$ cat config.mk
export PLATFORM = sky130hd
export DESIGN_NAME = multicycle_control
export DESIGN_NICKNAME = d
export VERILOG_FILES = /design/src/rtl/ctrl_pkg.sv /design/src/rtl/ctrl_opclass_decode.sv /design/src/rtl/multicycle_control.sv
export SDC_FILE = /design/constraint.sdc
export NUM_CORES = 1
export LEC_CHECK = 0
export CAP_MARGIN = 20
export CELL_PAD_IN_SITES_DETAIL_PLACEMENT = 1
export CELL_PAD_IN_SITES_GLOBAL_PLACEMENT = 1
export CORE_ASPECT_RATIO = 0.5
export CORE_MARGIN = 1.5
export CORE_UTILIZATION = 30
export CTS_CLUSTER_SIZE = 10
export DETAILED_ROUTE_END_ITERATION = 16
export PLACE_DENSITY = 0.76
export RECOVER_POWER = 100
export SLEW_MARGIN = 40
export SYNTH_ARGS = -nofsm -noshare
export SYNTH_HDL_FRONTEND = slang
export SYNTH_SLANG_ARGS = --single-unit
$ cat constraint.sdc
create_clock -name clk_i -period 2.56 [get_ports clk_i]
set_input_delay 0.768 -clock clk_i [delete_from_list [all_inputs] [get_ports clk_i]]
set_output_delay 0.768 -clock clk_i [all_outputs]
set_load 0.005 [all_outputs]
$ cat src/rtl/ctrl_pkg.sv
// rtl/ctrl_pkg.sv - shared types and encodings for the multicycle control unit
//
// Purpose: opcode constants, FSM state enum, opcode class enum and the
// ALUOp / MemtoReg / pc_src / trap-cause encodings used by multicycle_control
// and ctrl_opclass_decode.
// Ports: none (package).
// Optional feature macro: MULTICYCLE_CONTROL_MULDIV_EN adds ST_MULDIV_WAIT.

package ctrl_pkg;

  // RV32I major opcodes handled by the sequencer
  localparam logic [6:0] OPC_R     = 7'b0110011;
  localparam logic [6:0] OPC_I     = 7'b0010011;
  localparam logic [6:0] OPC_S     = 7'b0100011;
  localparam logic [6:0] OPC_L     = 7'b0000011;
  localparam logic [6:0] OPC_B     = 7'b1100011;
  localparam logic [6:0] OPC_JAL   = 7'b1101111;
  localparam logic [6:0] OPC_JALR  = 7'b1100111;
  localparam logic [6:0] OPC_AUIPC = 7'b0010111;

  // funct7 marking an M-extension op inside the R-type opcode space
  localparam logic [6:0] FUNCT7_MULDIV = 7'b0000001;

  typedef enum logic [2:0] {
    ST_FETCH,
    ST_DECODE,
    ST_EXEC,
    ST_MEM,
    ST_WB,
    ST_TRAP
`ifdef MULTICYCLE_CONTROL_MULDIV_EN
    ,
    ST_MULDIV_WAIT
`endif
  } state_e;

  typedef enum logic [2:0] {
    CLS_R,
    CLS_I,
    CLS_S,
    CLS_L,
    CLS_B,
    CLS_JAL,
    CLS_JALR,
    CLS_AUIPC
  } opclass_e;

  // ALUOp classes
  localparam logic [1:0] ALUOP_ADD   = 2'b00;
  localparam logic [1:0] ALUOP_SUB   = 2'b01;
  localparam logic [1:0] ALUOP_RTYPE = 2'b10;
  localparam logic [1:0] ALUOP_ITYPE = 2'b11;

  // Writeback source select
  localparam logic [1:0] WB_ALU = 2'd0;
  localparam logic [1:0] WB_MEM = 2'd1;
  localparam logic [1:0] WB_PC4 = 2'd2;

  // Next-PC select
  localparam logic [1:0] PC_PLUS4 = 2'd0;
  localparam logic [1:0] PC_IMM   = 2'd1;
  localparam logic [1:0] PC_ALU   = 2'd2;

  // Trap causes
  localparam logic [1:0] TRAP_NONE         = 2'd0;
  localparam logic [1:0] TRAP_ILLEGAL      = 2'd1;
  localparam logic [1:0] TRAP_IMEM_TIMEOUT = 2'd2;
  localparam logic [1:0] TRAP_DMEM_TIMEOUT = 2'd3;

  // Jumps write PC+4 back to rd
  function automatic logic is_link(input opclass_e c);
    return (c == CLS_JAL) || (c == CLS_JALR);
  endfunction

endpackage

$ cat src/rtl/ctrl_opclass_decode.sv
// rtl/ctrl_opclass_decode.sv - combinational opcode to instruction class decoder
//
// Purpose: classify a 7-bit RV32I opcode into the control class used by the
// sequencer and flag anything outside the supported set.
// Ports:
//   opcode_i  [6:0]  opcode from the instruction register
//   opclass_o        decoded class (CLS_R when illegal)
//   illegal_o        1 when the opcode is not one of the supported classes

module ctrl_opclass_decode
  import ctrl_pkg::*;
(
  input  logic [6:0] opcode_i,
  output opclass_e   opclass_o,
  output logic       illegal_o
);

  always_comb begin
    opclass_o = CLS_R;
    illegal_o = 1'b0;
    case (opcode_i)
      OPC_R:     opclass_o = CLS_R;
      OPC_I:     opclass_o = CLS_I;
      OPC_S:     opclass_o = CLS_S;
      OPC_L:     opclass_o = CLS_L;
      OPC_B:     opclass_o = CLS_B;
      OPC_JAL:   opclass_o = CLS_JAL;
      OPC_JALR:  opclass_o = CLS_JALR;
      OPC_AUIPC: opclass_o = CLS_AUIPC;
      default:   illegal_o = 1'b1;
    endcase
  end

endmodule

$ cat src/rtl/multicycle_control.sv
// rtl/multicycle_control.sv - multi-cycle FSM main control unit for the RV32I core
//
// Purpose: sequences each instruction through FETCH/DECODE/EXEC/MEM/WB,
// handshakes with instruction/data memory, drives datapath enables, counts
// retired instructions and traps on illegal opcodes or hung memories.
// Optional feature macro: MULTICYCLE_CONTROL_MULDIV_EN (R-type funct7=0000001
// waits for the multiply/divide unit in an extra EXEC sub-state).
// Ports:
//   clk_i, rst_i                 clock, synchronous active-high reset
//   opcode_i, funct7_i           instruction register fields
//   branch_taken_i               branch compare result (EXEC)
//   imem_ack_i, dmem_ack_i       memory handshakes
//   muldiv_done_i                multiply/divide completion
//   imem_req_o, ir_we_o          fetch request, IR load
//   dmem_req_o, MemRead_o, MemWrite_o  data memory access
//   RegWrite_o, MemtoReg_o       register writeback
//   ALUOp_o, ALUSrc_o, alu_a_sel_o     ALU controls
//   pc_we_o, pc_src_o            PC update
//   muldiv_start_o               multiply/divide start pulse
//   retire_o, retire_cnt_o       retire pulse and counter
//   trap_o, trap_cause_o         sticky trap flag and cause

module multicycle_control
  import ctrl_pkg::*;
#(
  parameter int ALUOP_W        = 2,
  parameter int MEMTOREG_W     = 2,
  parameter int TIMEOUT_CYCLES = 64,
  parameter int CNT_W          = 16
) (
  input  logic                  clk_i,
  input  logic                  rst_i,
  input  logic [6:0]            opcode_i,
  input  logic [6:0]            funct7_i,
  input  logic                  branch_taken_i,
  input  logic                  imem_ack_i,
  input  logic                  dmem_ack_i,
  input  logic                  muldiv_done_i,
  output logic                  imem_req_o,
  output logic                  ir_we_o,
  output logic                  dmem_req_o,
  output logic                  MemRead_o,
  output logic                  MemWrite_o,
  output logic                  RegWrite_o,
  output logic [MEMTOREG_W-1:0] MemtoReg_o,
  output logic [ALUOP_W-1:0]    ALUOp_o,
  output logic                  ALUSrc_o,
  output logic                  alu_a_sel_o,
  output logic                  pc_we_o,
  output logic [1:0]            pc_src_o,
  output logic                  muldiv_start_o,
  output logic                  retire_o,
  output logic [CNT_W-1:0]      retire_cnt_o,
  output logic                  trap_o,
  output logic [1:0]            trap_cause_o
);

  localparam int WAIT_W = $clog2(TIMEOUT_CYCLES + 1);
  // The watchdog fires on the TIMEOUT_CYCLES-th ackless cycle in a state
  localparam logic [WAIT_W-1:0] WAIT_LAST = WAIT_W'(TIMEOUT_CYCLES - 1);

  state_e            state_q, state_d;
  opclass_e          cls_q, cls_d;
  logic [WAIT_W-1:0] wait_q, wait_d;
  logic [1:0]        cause_q, cause_d;
  logic [CNT_W-1:0]  retire_cnt_q, retire_cnt_d;

  opclass_e dec_cls;
  logic     dec_illegal;

`ifdef MULTICYCLE_CONTROL_MULDIV_EN
  logic muldiv_q, muldiv_d;
`else
  logic unused_muldiv;
  assign unused_muldiv = ^{funct7_i, muldiv_done_i};
`endif

  // Internal (ungated) datapath controls
  logic       imem_req_s, ir_we_s, dmem_req_s, mem_read_s, mem_write_s;
  logic       reg_write_s, alu_src_s, alu_a_sel_s, pc_we_s;
  logic       muldiv_start_s, retire_s;
  logic [1:0] memtoreg_s, aluop_s, pc_src_s;
  logic       run_s;

  ctrl_opclass_decode u_opclass_decode (
    .opcode_i  (opcode_i),
    .opclass_o (dec_cls),
    .illegal_o (dec_illegal)
  );

  // Next-state logic
  always_comb begin
    state_d      = state_q;
    cls_d        = cls_q;
    cause_d      = cause_q;
    wait_d       = wait_q + WAIT_W'(1);
    retire_cnt_d = retire_cnt_q + CNT_W'(retire_s);
`ifdef MULTICYCLE_CONTROL_MULDIV_EN
    muldiv_d     = muldiv_q;
`endif

    case (state_q)
      ST_FETCH: begin
        // An ack on the limit cycle still wins over the watchdog
        if (imem_ack_i) begin
          state_d = ST_DECODE;
        end else if (wait_q == WAIT_LAST) begin
          state_d = ST_TRAP;
          cause_d = TRAP_IMEM_TIMEOUT;
        end
      end

      ST_DECODE: begin
        cls_d = dec_cls;
`ifdef MULTICYCLE_CONTROL_MULDIV_EN
        muldiv_d = (dec_cls == CLS_R) && !dec_illegal && (funct7_i == FUNCT7_MULDIV);
`endif
        if (dec_illegal) begin
          state_d = ST_TRAP;
          cause_d = TRAP_ILLEGAL;
        end else begin
          state_d = ST_EXEC;
        end
      end

      ST_EXEC: begin
        case (cls_q)
          CLS_B:        state_d = ST_FETCH;
          CLS_L, CLS_S: state_d = ST_MEM;
`ifdef MULTICYCLE_CONTROL_MULDIV_EN
          CLS_R:        state_d = muldiv_q ? ST_MULDIV_WAIT : ST_WB;
`endif
          default:      state_d = ST_WB;
        endcase
      end

      ST_MEM: begin
        if (dmem_ack_i) begin
          state_d = (cls_q == CLS_L) ? ST_WB : ST_FETCH;
        end else if (wait_q == WAIT_LAST) begin
          state_d = ST_TRAP;
          cause_d = TRAP_DMEM_TIMEOUT;
        end
      end

`ifdef MULTICYCLE_CONTROL_MULDIV_EN
      ST_MULDIV_WAIT: begin
        // A stuck multiply/divide unit is reported as a data-side hang
        if (muldiv_done_i) begin
          state_d = ST_WB;
        end else if (wait_q == WAIT_LAST) begin
          state_d = ST_TRAP;
          cause_d = TRAP_DMEM_TIMEOUT;
        end
      end
`endif

      ST_WB:   state_d = ST_FETCH;
      ST_TRAP: state_d = ST_TRAP;
      default: state_d = ST_FETCH;
    endcase

    // Every waiting state starts its watchdog from zero on entry
    if (state_d != state_q) begin
      wait_d = '0;
    end
  end

  // Single state register block
  always_ff @(posedge clk_i) begin
    if (rst_i) begin
      state_q      <= ST_FETCH;
      cls_q        <= CLS_R;
      wait_q       <= '0;
      cause_q      <= TRAP_NONE;
      retire_cnt_q <= '0;
`ifdef MULTICYCLE_CONTROL_MULDIV_EN
      muldiv_q     <= 1'b0;
`endif
    end else begin
      state_q      <= state_d;
      cls_q        <= cls_d;
      wait_q       <= wait_d;
      cause_q      <= cause_d;
      retire_cnt_q <= retire_cnt_d;
`ifdef MULTICYCLE_CONTROL_MULDIV_EN
      muldiv_q     <= muldiv_d;
`endif
    end
  end

  // Output decode from state and latched class
  always_comb begin
    imem_req_s     = 1'b0;
    ir_we_s        = 1'b0;
    dmem_req_s     = 1'b0;
    mem_read_s     = 1'b0;
    mem_write_s    = 1'b0;
    reg_write_s    = 1'b0;
    memtoreg_s     = WB_ALU;
    aluop_s        = ALUOP_ADD;
    alu_src_s      = 1'b0;
    alu_a_sel_s    = 1'b0;
    pc_we_s        = 1'b0;
    pc_src_s       = PC_PLUS4;
    muldiv_start_s = 1'b0;
    retire_s       = 1'b0;

    case (state_q)
      ST_FETCH: begin
        imem_req_s = 1'b1;
        ir_we_s    = imem_ack_i;
      end

      ST_EXEC: begin
        case (cls_q)
          CLS_R: begin
            aluop_s = ALUOP_RTYPE;
`ifdef MULTICYCLE_CONTROL_MULDIV_EN
            muldiv_start_s = muldiv_q;
`endif
          end
          CLS_I: begin
            aluop_s   = ALUOP_ITYPE;
            alu_src_s = 1'b1;
          end
          CLS_AUIPC: begin
            alu_src_s   = 1'b1;
            alu_a_sel_s = 1'b1;
          end
          CLS_B: begin
            // Branches resolve and retire straight out of EXEC
            aluop_s  = ALUOP_SUB;
            pc_we_s  = 1'b1;
            pc_src_s = branch_taken_i ? PC_IMM : PC_PLUS4;
            retire_s = 1'b1;
          end
          default: begin
            // L, S, JAL, JALR: address / link add with immediate
            alu_src_s = 1'b1;
          end
        endcase
      end

`ifdef MULTICYCLE_CONTROL_MULDIV_EN
      ST_MULDIV_WAIT: aluop_s = ALUOP_RTYPE;
`endif

      ST_MEM: begin
        dmem_req_s  = 1'b1;
        mem_read_s  = (cls_q == CLS_L);
        mem_write_s = (cls_q == CLS_S);
        // Stores have nothing to write back, so they retire on the ack
        if ((cls_q == CLS_S) && dmem_ack_i) begin
          pc_we_s  = 1'b1;
          retire_s = 1'b1;
        end
      end

      ST_WB: begin
        reg_write_s = 1'b1;
        pc_we_s     = 1'b1;
        retire_s    = 1'b1;
        if (cls_q == CLS_L) begin
          memtoreg_s = WB_MEM;
        end else if (is_link(cls_q)) begin
          memtoreg_s = WB_PC4;
        end
        if (cls_q == CLS_JAL) begin
          pc_src_s = PC_IMM;
        end else if (cls_q == CLS_JALR) begin
          pc_src_s = PC_ALU;
        end
      end

      default: ;
    endcase
  end

  // Reset blanks every output so an abandoned instruction cannot commit
  assign run_s = !rst_i;

  assign imem_req_o     = run_s & imem_req_s;
  assign ir_we_o        = run_s & ir_we_s;
  assign dmem_req_o     = run_s & dmem_req_s;
  assign MemRead_o      = run_s & mem_read_s;
  assign MemWrite_o     = run_s & mem_write_s;
  assign RegWrite_o     = run_s & reg_write_s;
  assign MemtoReg_o     = run_s ? MEMTOREG_W'(memtoreg_s) : '0;
  assign ALUOp_o        = run_s ? ALUOP_W'(aluop_s) : '0;
  assign ALUSrc_o       = run_s & alu_src_s;
  assign alu_a_sel_o    = run_s & alu_a_sel_s;
  assign pc_we_o        = run_s & pc_we_s;
  assign pc_src_o       = run_s ? pc_src_s : 2'd0;
  assign muldiv_start_o = run_s & muldiv_start_s;
  assign retire_o       = run_s & retire_s;
  assign retire_cnt_o   = retire_cnt_q;
  assign trap_o         = run_s & (state_q == ST_TRAP);
  assign trap_cause_o   = run_s ? cause_q : TRAP_NONE;

endmodule

# Word level (Yosys, flattened, before mapping)
# Index checks and enable logic that the tools add are counted.
# word_totals
reg_bits	31
input_bits	20
out_inout_bits	36
elab_cells	96
# classes
n_addsub	2
eq_ne	27
mux	41
bitwise_logic	10
reduce_logical	11
# ops
op	n
$mux W2	15
$eq A7 B6 Y1 const B	3
$eq A7 B7 Y1 const B	3
$pmux W3 S7	1
$eq A3 B3 Y1 const B	6
$add A16 B1 Y16	1
$mux W3	5
$pmux W3 S5	1
$eq A7 B5 Y1 const B	2
$mux W1	14
$eq A3 B2 Y1 const B	4
$pmux W2 S3	2
$and A1 B1 Y1	10
$ne A2 B2 Y1 const B	5
$reduce_or A8 Y1	1
$add A7 B1 Y7 const B	1
$eq A7 B2 Y1 const B	1
$eq A3 B1 Y1 const B	2
$logic_not A3 Y1	2
$pmux W3 S2	1
$reduce_and A6 Y1	1
$reduce_or A2 Y1	3
$pmux W2 S2	1
$ne A3 B3 Y1	1
5 further kinds	5

# Logic depth before layout (Yosys ltp)
# logic_depth
ltp_word	6
ltp_mapped	11
depth_no_buf	10

# By module
# Synthesis repeated with hierarchy kept, for this count alone.
# hier_totals
hier_cells	241
hier_area_um2	1859.3
# modules_own_cells
mod	n_inst	cells_per_inst	area_each_um2
multicycle_control	1	223	1747.9
ctrl_opclass_decode	1	18	111.4

# Least setup slack after synthesis
# Ideal clock, no wire load.
# synth_path
kind	reg-to-reg
start	reg state_q[1]
end	reg retire_cnt_q[14], in the netlist retire_cnt_o[14]
setup_time_ns	0.071
t_arrival_ns	2.386
t_required_ns	2.489
setup_slack_ns	0.103
path_stages_with_launch	12
path_buffers	1
cell_sequence	dfxtp_1 clkbuf_1 nor3b_1 a31oi_1 o2bb2ai_1 ha_1 ha_1 and4_1 and3_1 nand2_1 or3_1 a21oi_1
# synth_via
elab_chain_len	3
elab_cells_between_ends	5
cone_classes	add/sub (1); eq/ne (3); mux (1)
# synth_lines
element	line_no	source
start, declared	multicycle_control.sv:62	state_e state_q, state_d;
start signal, assigned	multicycle_control.sv:181	state_q <= state_d;
$eq A3 B3 Y1 / $eq A3 B2 Y1 (equally long branches)	multicycle_control.sv:209	case (state_q)
$pmux W1 S3 *	multicycle_control.sv:209	
$add A16 B1 Y16 *	multicycle_control.sv:97	retire_cnt_d = retire_cnt_q + CNT_W'(retire_s);
end signal, assigned	multicycle_control.sv:185	retire_cnt_q <= retire_cnt_d;
end, declared	multicycle_control.sv:66	logic [CNT_W-1:0] retire_cnt_q, retire_cnt_d;
# Mark *: on every way between the ends. The rest lies on a longest branch, timed or not.
# A chain may end at the register's enable or synchronous reset.

# Worst setup path after layout
# layout_path
start	in branch_taken_i
end	out pc_src_o[0]
# layout_via
elab_chain_len	4
# layout_lines
element	line_no	source
start, declared	multicycle_control.sv:35	input logic branch_taken_i,
$mux W1	multicycle_control.sv:235	pc_src_s = branch_taken_i ? PC_IMM : PC_PLUS4;
$mux W1	multicycle_control.sv:216	case (cls_q)
$pmux W2 S2	multicycle_control.sv:209	
$mux W2	multicycle_control.sv:294	assign pc_src_o = run_s ? pc_src_s : 2'd0;
end, declared	multicycle_control.sv:50	output logic [1:0] pc_src_o,
# No other way between the ends.

==> impl_results.md <==
- # hold bufs at CTS: 0
- Placed insts: 367
- Most common cell in the netlist: dfxtp_1
- Max Clock Skew: 1.47 ps
- Root buf cell: clkbuf_16
- Routability cong.: 0.867
- Final wirelength: 6.39 mm
- Net Sw Frac: 28.1%
- # IOs: 56
- Syn Area/Cell: 8.06 um^2
- First-pass GRT wire length: around 10 mm
- Drt pass-1 iters: 6
- Leak Pwr: 1.23 nW
- Flop pwr share: 33.2%
- # rows: 19
- Most common flop cell mapped by yosys: dfxtp_1
- Starting DRC count in detailed routing: 163
- Crit-path cells: clkdlybuf4s50_1 -> a22oi_1 -> nor4_1 -> buf_2
- Drt drc: 0
- Least-Margin Pin Slew: 502 ps
- CTS tree: built
- Top-area cell type share of the netlist area: between 30% and 40%
- Vias in the first global route: 2175
- Slowest cell on the critical path: clkdlybuf4s50_1
- Max-cap violations: 0
- All-layer global routing usage: around 20%
- Number of synthesis warnings: 0
- Diodes inserted: 0
- Synth area leaders: dfxtp_1 (35%), nor2_1 (6.3%), xor2_1 (4.9%)
- WS Path Type: primary input to primary output
- Syn_nets: 245
- Area post-placement: 2570 um^2
- Finished Core Util: 52.1%
- Setup Viol. Count Final: 0
- Power Density: 561 nW/um^2
- Vias/cell: roughly 5.2
- Final WS setup: 28.3 ps
- Syn Inst Count: 222
- Crit path time final: 2530 ps
- CTS max path bufs: 2
- P&R area growth vs syn: 63.3%
- Period utilization: 98.9%
- Design Area, Final: 2920 um^2
- CTS sink cnt: 31
- Post-synthesis simple-gate area fraction: 33.8%
- Area leader, netlist: dfxtp_1
- Share of layout cells above drive strength 1: 29.0%
- Final hold vios: 0
- Synthesized-area fraction occupied by adder cells: under 10%
- Clk Latency, worst-skew pair: 280 ps
- Congestion Overflow GR: 0
- WL/cell: 16.8 um
- CP Launch Type: primary input
- Post-synth ARST share: 0%
- Max incr delay on CP: 470 ps
- WHS: between 400 and 500 ps
- Worst slew margin: between 60% and 70%
- Worst VDD drop: 0.285 mV
- Total negative slack: 0 ps
- Status: finished clean
- Slew Limit Fails: 0
- Largest net degree at the start of global routing: 22
- Initial Util: 31.9%
- Crit path DAT: 1760 ps
- Largest family of logic cells by synthesized area: simple AND/OR/NAND/NOR gates
- WP buf/inv: 2
- Net Sw Power: between 400 and 500 uW
- Post-synth top cells: dfxtp_1 (31), nor2_1 (30), nor3_1 (15), nand2_1 (12)
- CP Capture Type: primary output
- DIE WIDTH: around 110 um
- Core area: roughly 5600 um^2
- Die area: about 6500 um^2
- Xor-xnor portion of the synthesized cell area: 9.30%
- CP required: approximately 1800 ps
- Comb pwr share: 23.8%
- HP Class: flop to flop
- Seq cells post-synth: 31
- Final cell count without fillers: between 300 and 400
- Compound-Gate Fraction of Synth Area: 14.6%
- EDFF count, synth: 0
- IO Port Bufs: 46
- Die Y: 57.6 um
- Netlist cell types: 50
- Mux cell area share after synthesis: 0.629%
- Top delay family on crit path: buffers and inverters
- Vias: 1987
- Cell Area, Synth: 1790 um^2
- HPWL after DPL: 4.24 mm
- RSZ-0062 raised after global routing: true
- Clock power frac: 43.0%
- FMAX: roughly 0.39 GHz
- Dpl ws: -618 ps
- Final Net Count: 329
- Clock Pin Slew Worst Setup and Hold Paths: about 50 ps
- CTS buffer count: 5
- Critical-path maximum fanout: 1
- Antenna violations before repair: 0
- H-tree level count: 2
- Sequential area share after synthesis: 34.7%
- Routed Antenna Nets: 0
- P_int: 1.18 mW
- Total power: 1.64 mW
-- worst reg2reg max path, delay by kind of cell (launching register included) --
family | cells | cell delay [ps]
compound gates | 3 | 430
buf+inv | 1 | 150
fa+ha+maj | 2 | 350
flops | 1 | 400
simple gates | 5 | 1040
-- cells in the final DEF (no fill, tap or decap), types with 2 or more instances in the layout --
| cell type | netlist | layout |
|---|---|---|
| buf_4 | 2 | 40 |
| dfxtp_1 | 31 | 29 |
| nor2_1 | 30 | 25 |
| dlygate4sd3_1 | 0 | 15 |
| clkdlybuf4s50_1 | 0 | 12 |
| nand2_1 | 12 | 10 |
| nand3_1 | 10 | 10 |
| nor3_1 | 15 | 10 |
| xnor2_1 | 9 | 9 |
| xor2_1 | 10 | 9 |
| dlygate4sd2_1 | 0 | 8 |
| inv_1 | 7 | 7 |
| a21oi_1 | 7 | 6 |
| a31oi_1 | 5 | 5 |
| nor4_1 | 6 | 5 |
| nor3_2 | 0 | 5 |
| nand4_1 | 5 | 5 |
| o21ai_0 | 5 | 5 |
| clkbuf_16 | 0 | 5 |
| dlymetal6s2s_1 | 0 | 5 |
| nor2_2 | 0 | 4 |
| nand3b_1 | 4 | 4 |
| nand2b_1 | 3 | 3 |
| nor2b_4 | 0 | 3 |
| a22oi_1 | 3 | 3 |
| or3_1 | 4 | 3 |
| nor2b_1 | 7 | 3 |
| o31ai_1 | 3 | 3 |
| buf_6 | 0 | 3 |
| and2_1 | 2 | 2 |
| a211oi_1 | 2 | 2 |
| ha_2 | 0 | 2 |
| dfxtp_2 | 0 | 2 |
-- power by group through the flow --
stage	clock (mW)	sequential, mW	combinational, mW
5_1_grt	0.730	0.547	0.421
4_1_cts	0.711	0.537	0.366
2_1_floorplan	0	0.537	0.189
3_5_place_dp	0	0.546	0.344
3_3_place_gp	0	0.544	0.330
6_report	0.705	0.544	0.391
-- registers in the layout, indices dropped and copies added, names as in the netlist --
register / cells
state_q: 3
cause_q: 2
cls_q: 3
retire_cnt_o: 16
wait_q: 7
-- per-layer routing --
metal	routed length [um]	GRT usage, %	vias to the layer above
li1	-	-	957
met1	2540	20.8	960
met2	3430	39.8	53
met3	229	4.92	17
met4	186	8.50	0
met5	0	0	-
-- path summary, 6_finish.rpt --
| kind | start | end | slack, ps | cells after the start |
|---|---|---|---|---|
| worst max-delay path | branch_taken_i | pc_src_o[0] | 30 | 4 |
| worst min-delay path | wait_q[0] | wait_q[0] | 470 | 1 |
| worst max register to register | state_q[1] | retire_cnt_o[14] | 120 | 11 |
| worst min register to register | wait_q[0] | wait_q[0] | 470 | 1 |
-- timing repair --
item / in CTS / in global routing
resized for setup: 40 / 34
endpoints found under the hold margin: 0 / 0
buffers inserted: 3 / 2
pin swaps: 4 / 9
endpoints found under the setup margin: 25 / 15
-- cell families (layout without fill, tap and decap cells) --
family                   Yosys count  after routing
AND/OR/NAND/NOR                  112            112
buffers and inverters             20            105
AO/OA/AOI/OAI                     35             35
adder cells (fa/ha/maj)            3              3
multiplexers                       1              1
XOR/XNOR                          19             19
flip-flops                        31             31
other                              1              1
-- final cells by class --
type	instances	area [um^2]
fillers	664	2690
multi-input cells	171	1220
repair buffers	88	776
flip-flops and latches	31	623
clock buffers	6	139
well taps	73	91.3
clock inverters	2	35.0
inverters	9	33.8
Note: power is estimated with default switching activity, not from simulation.
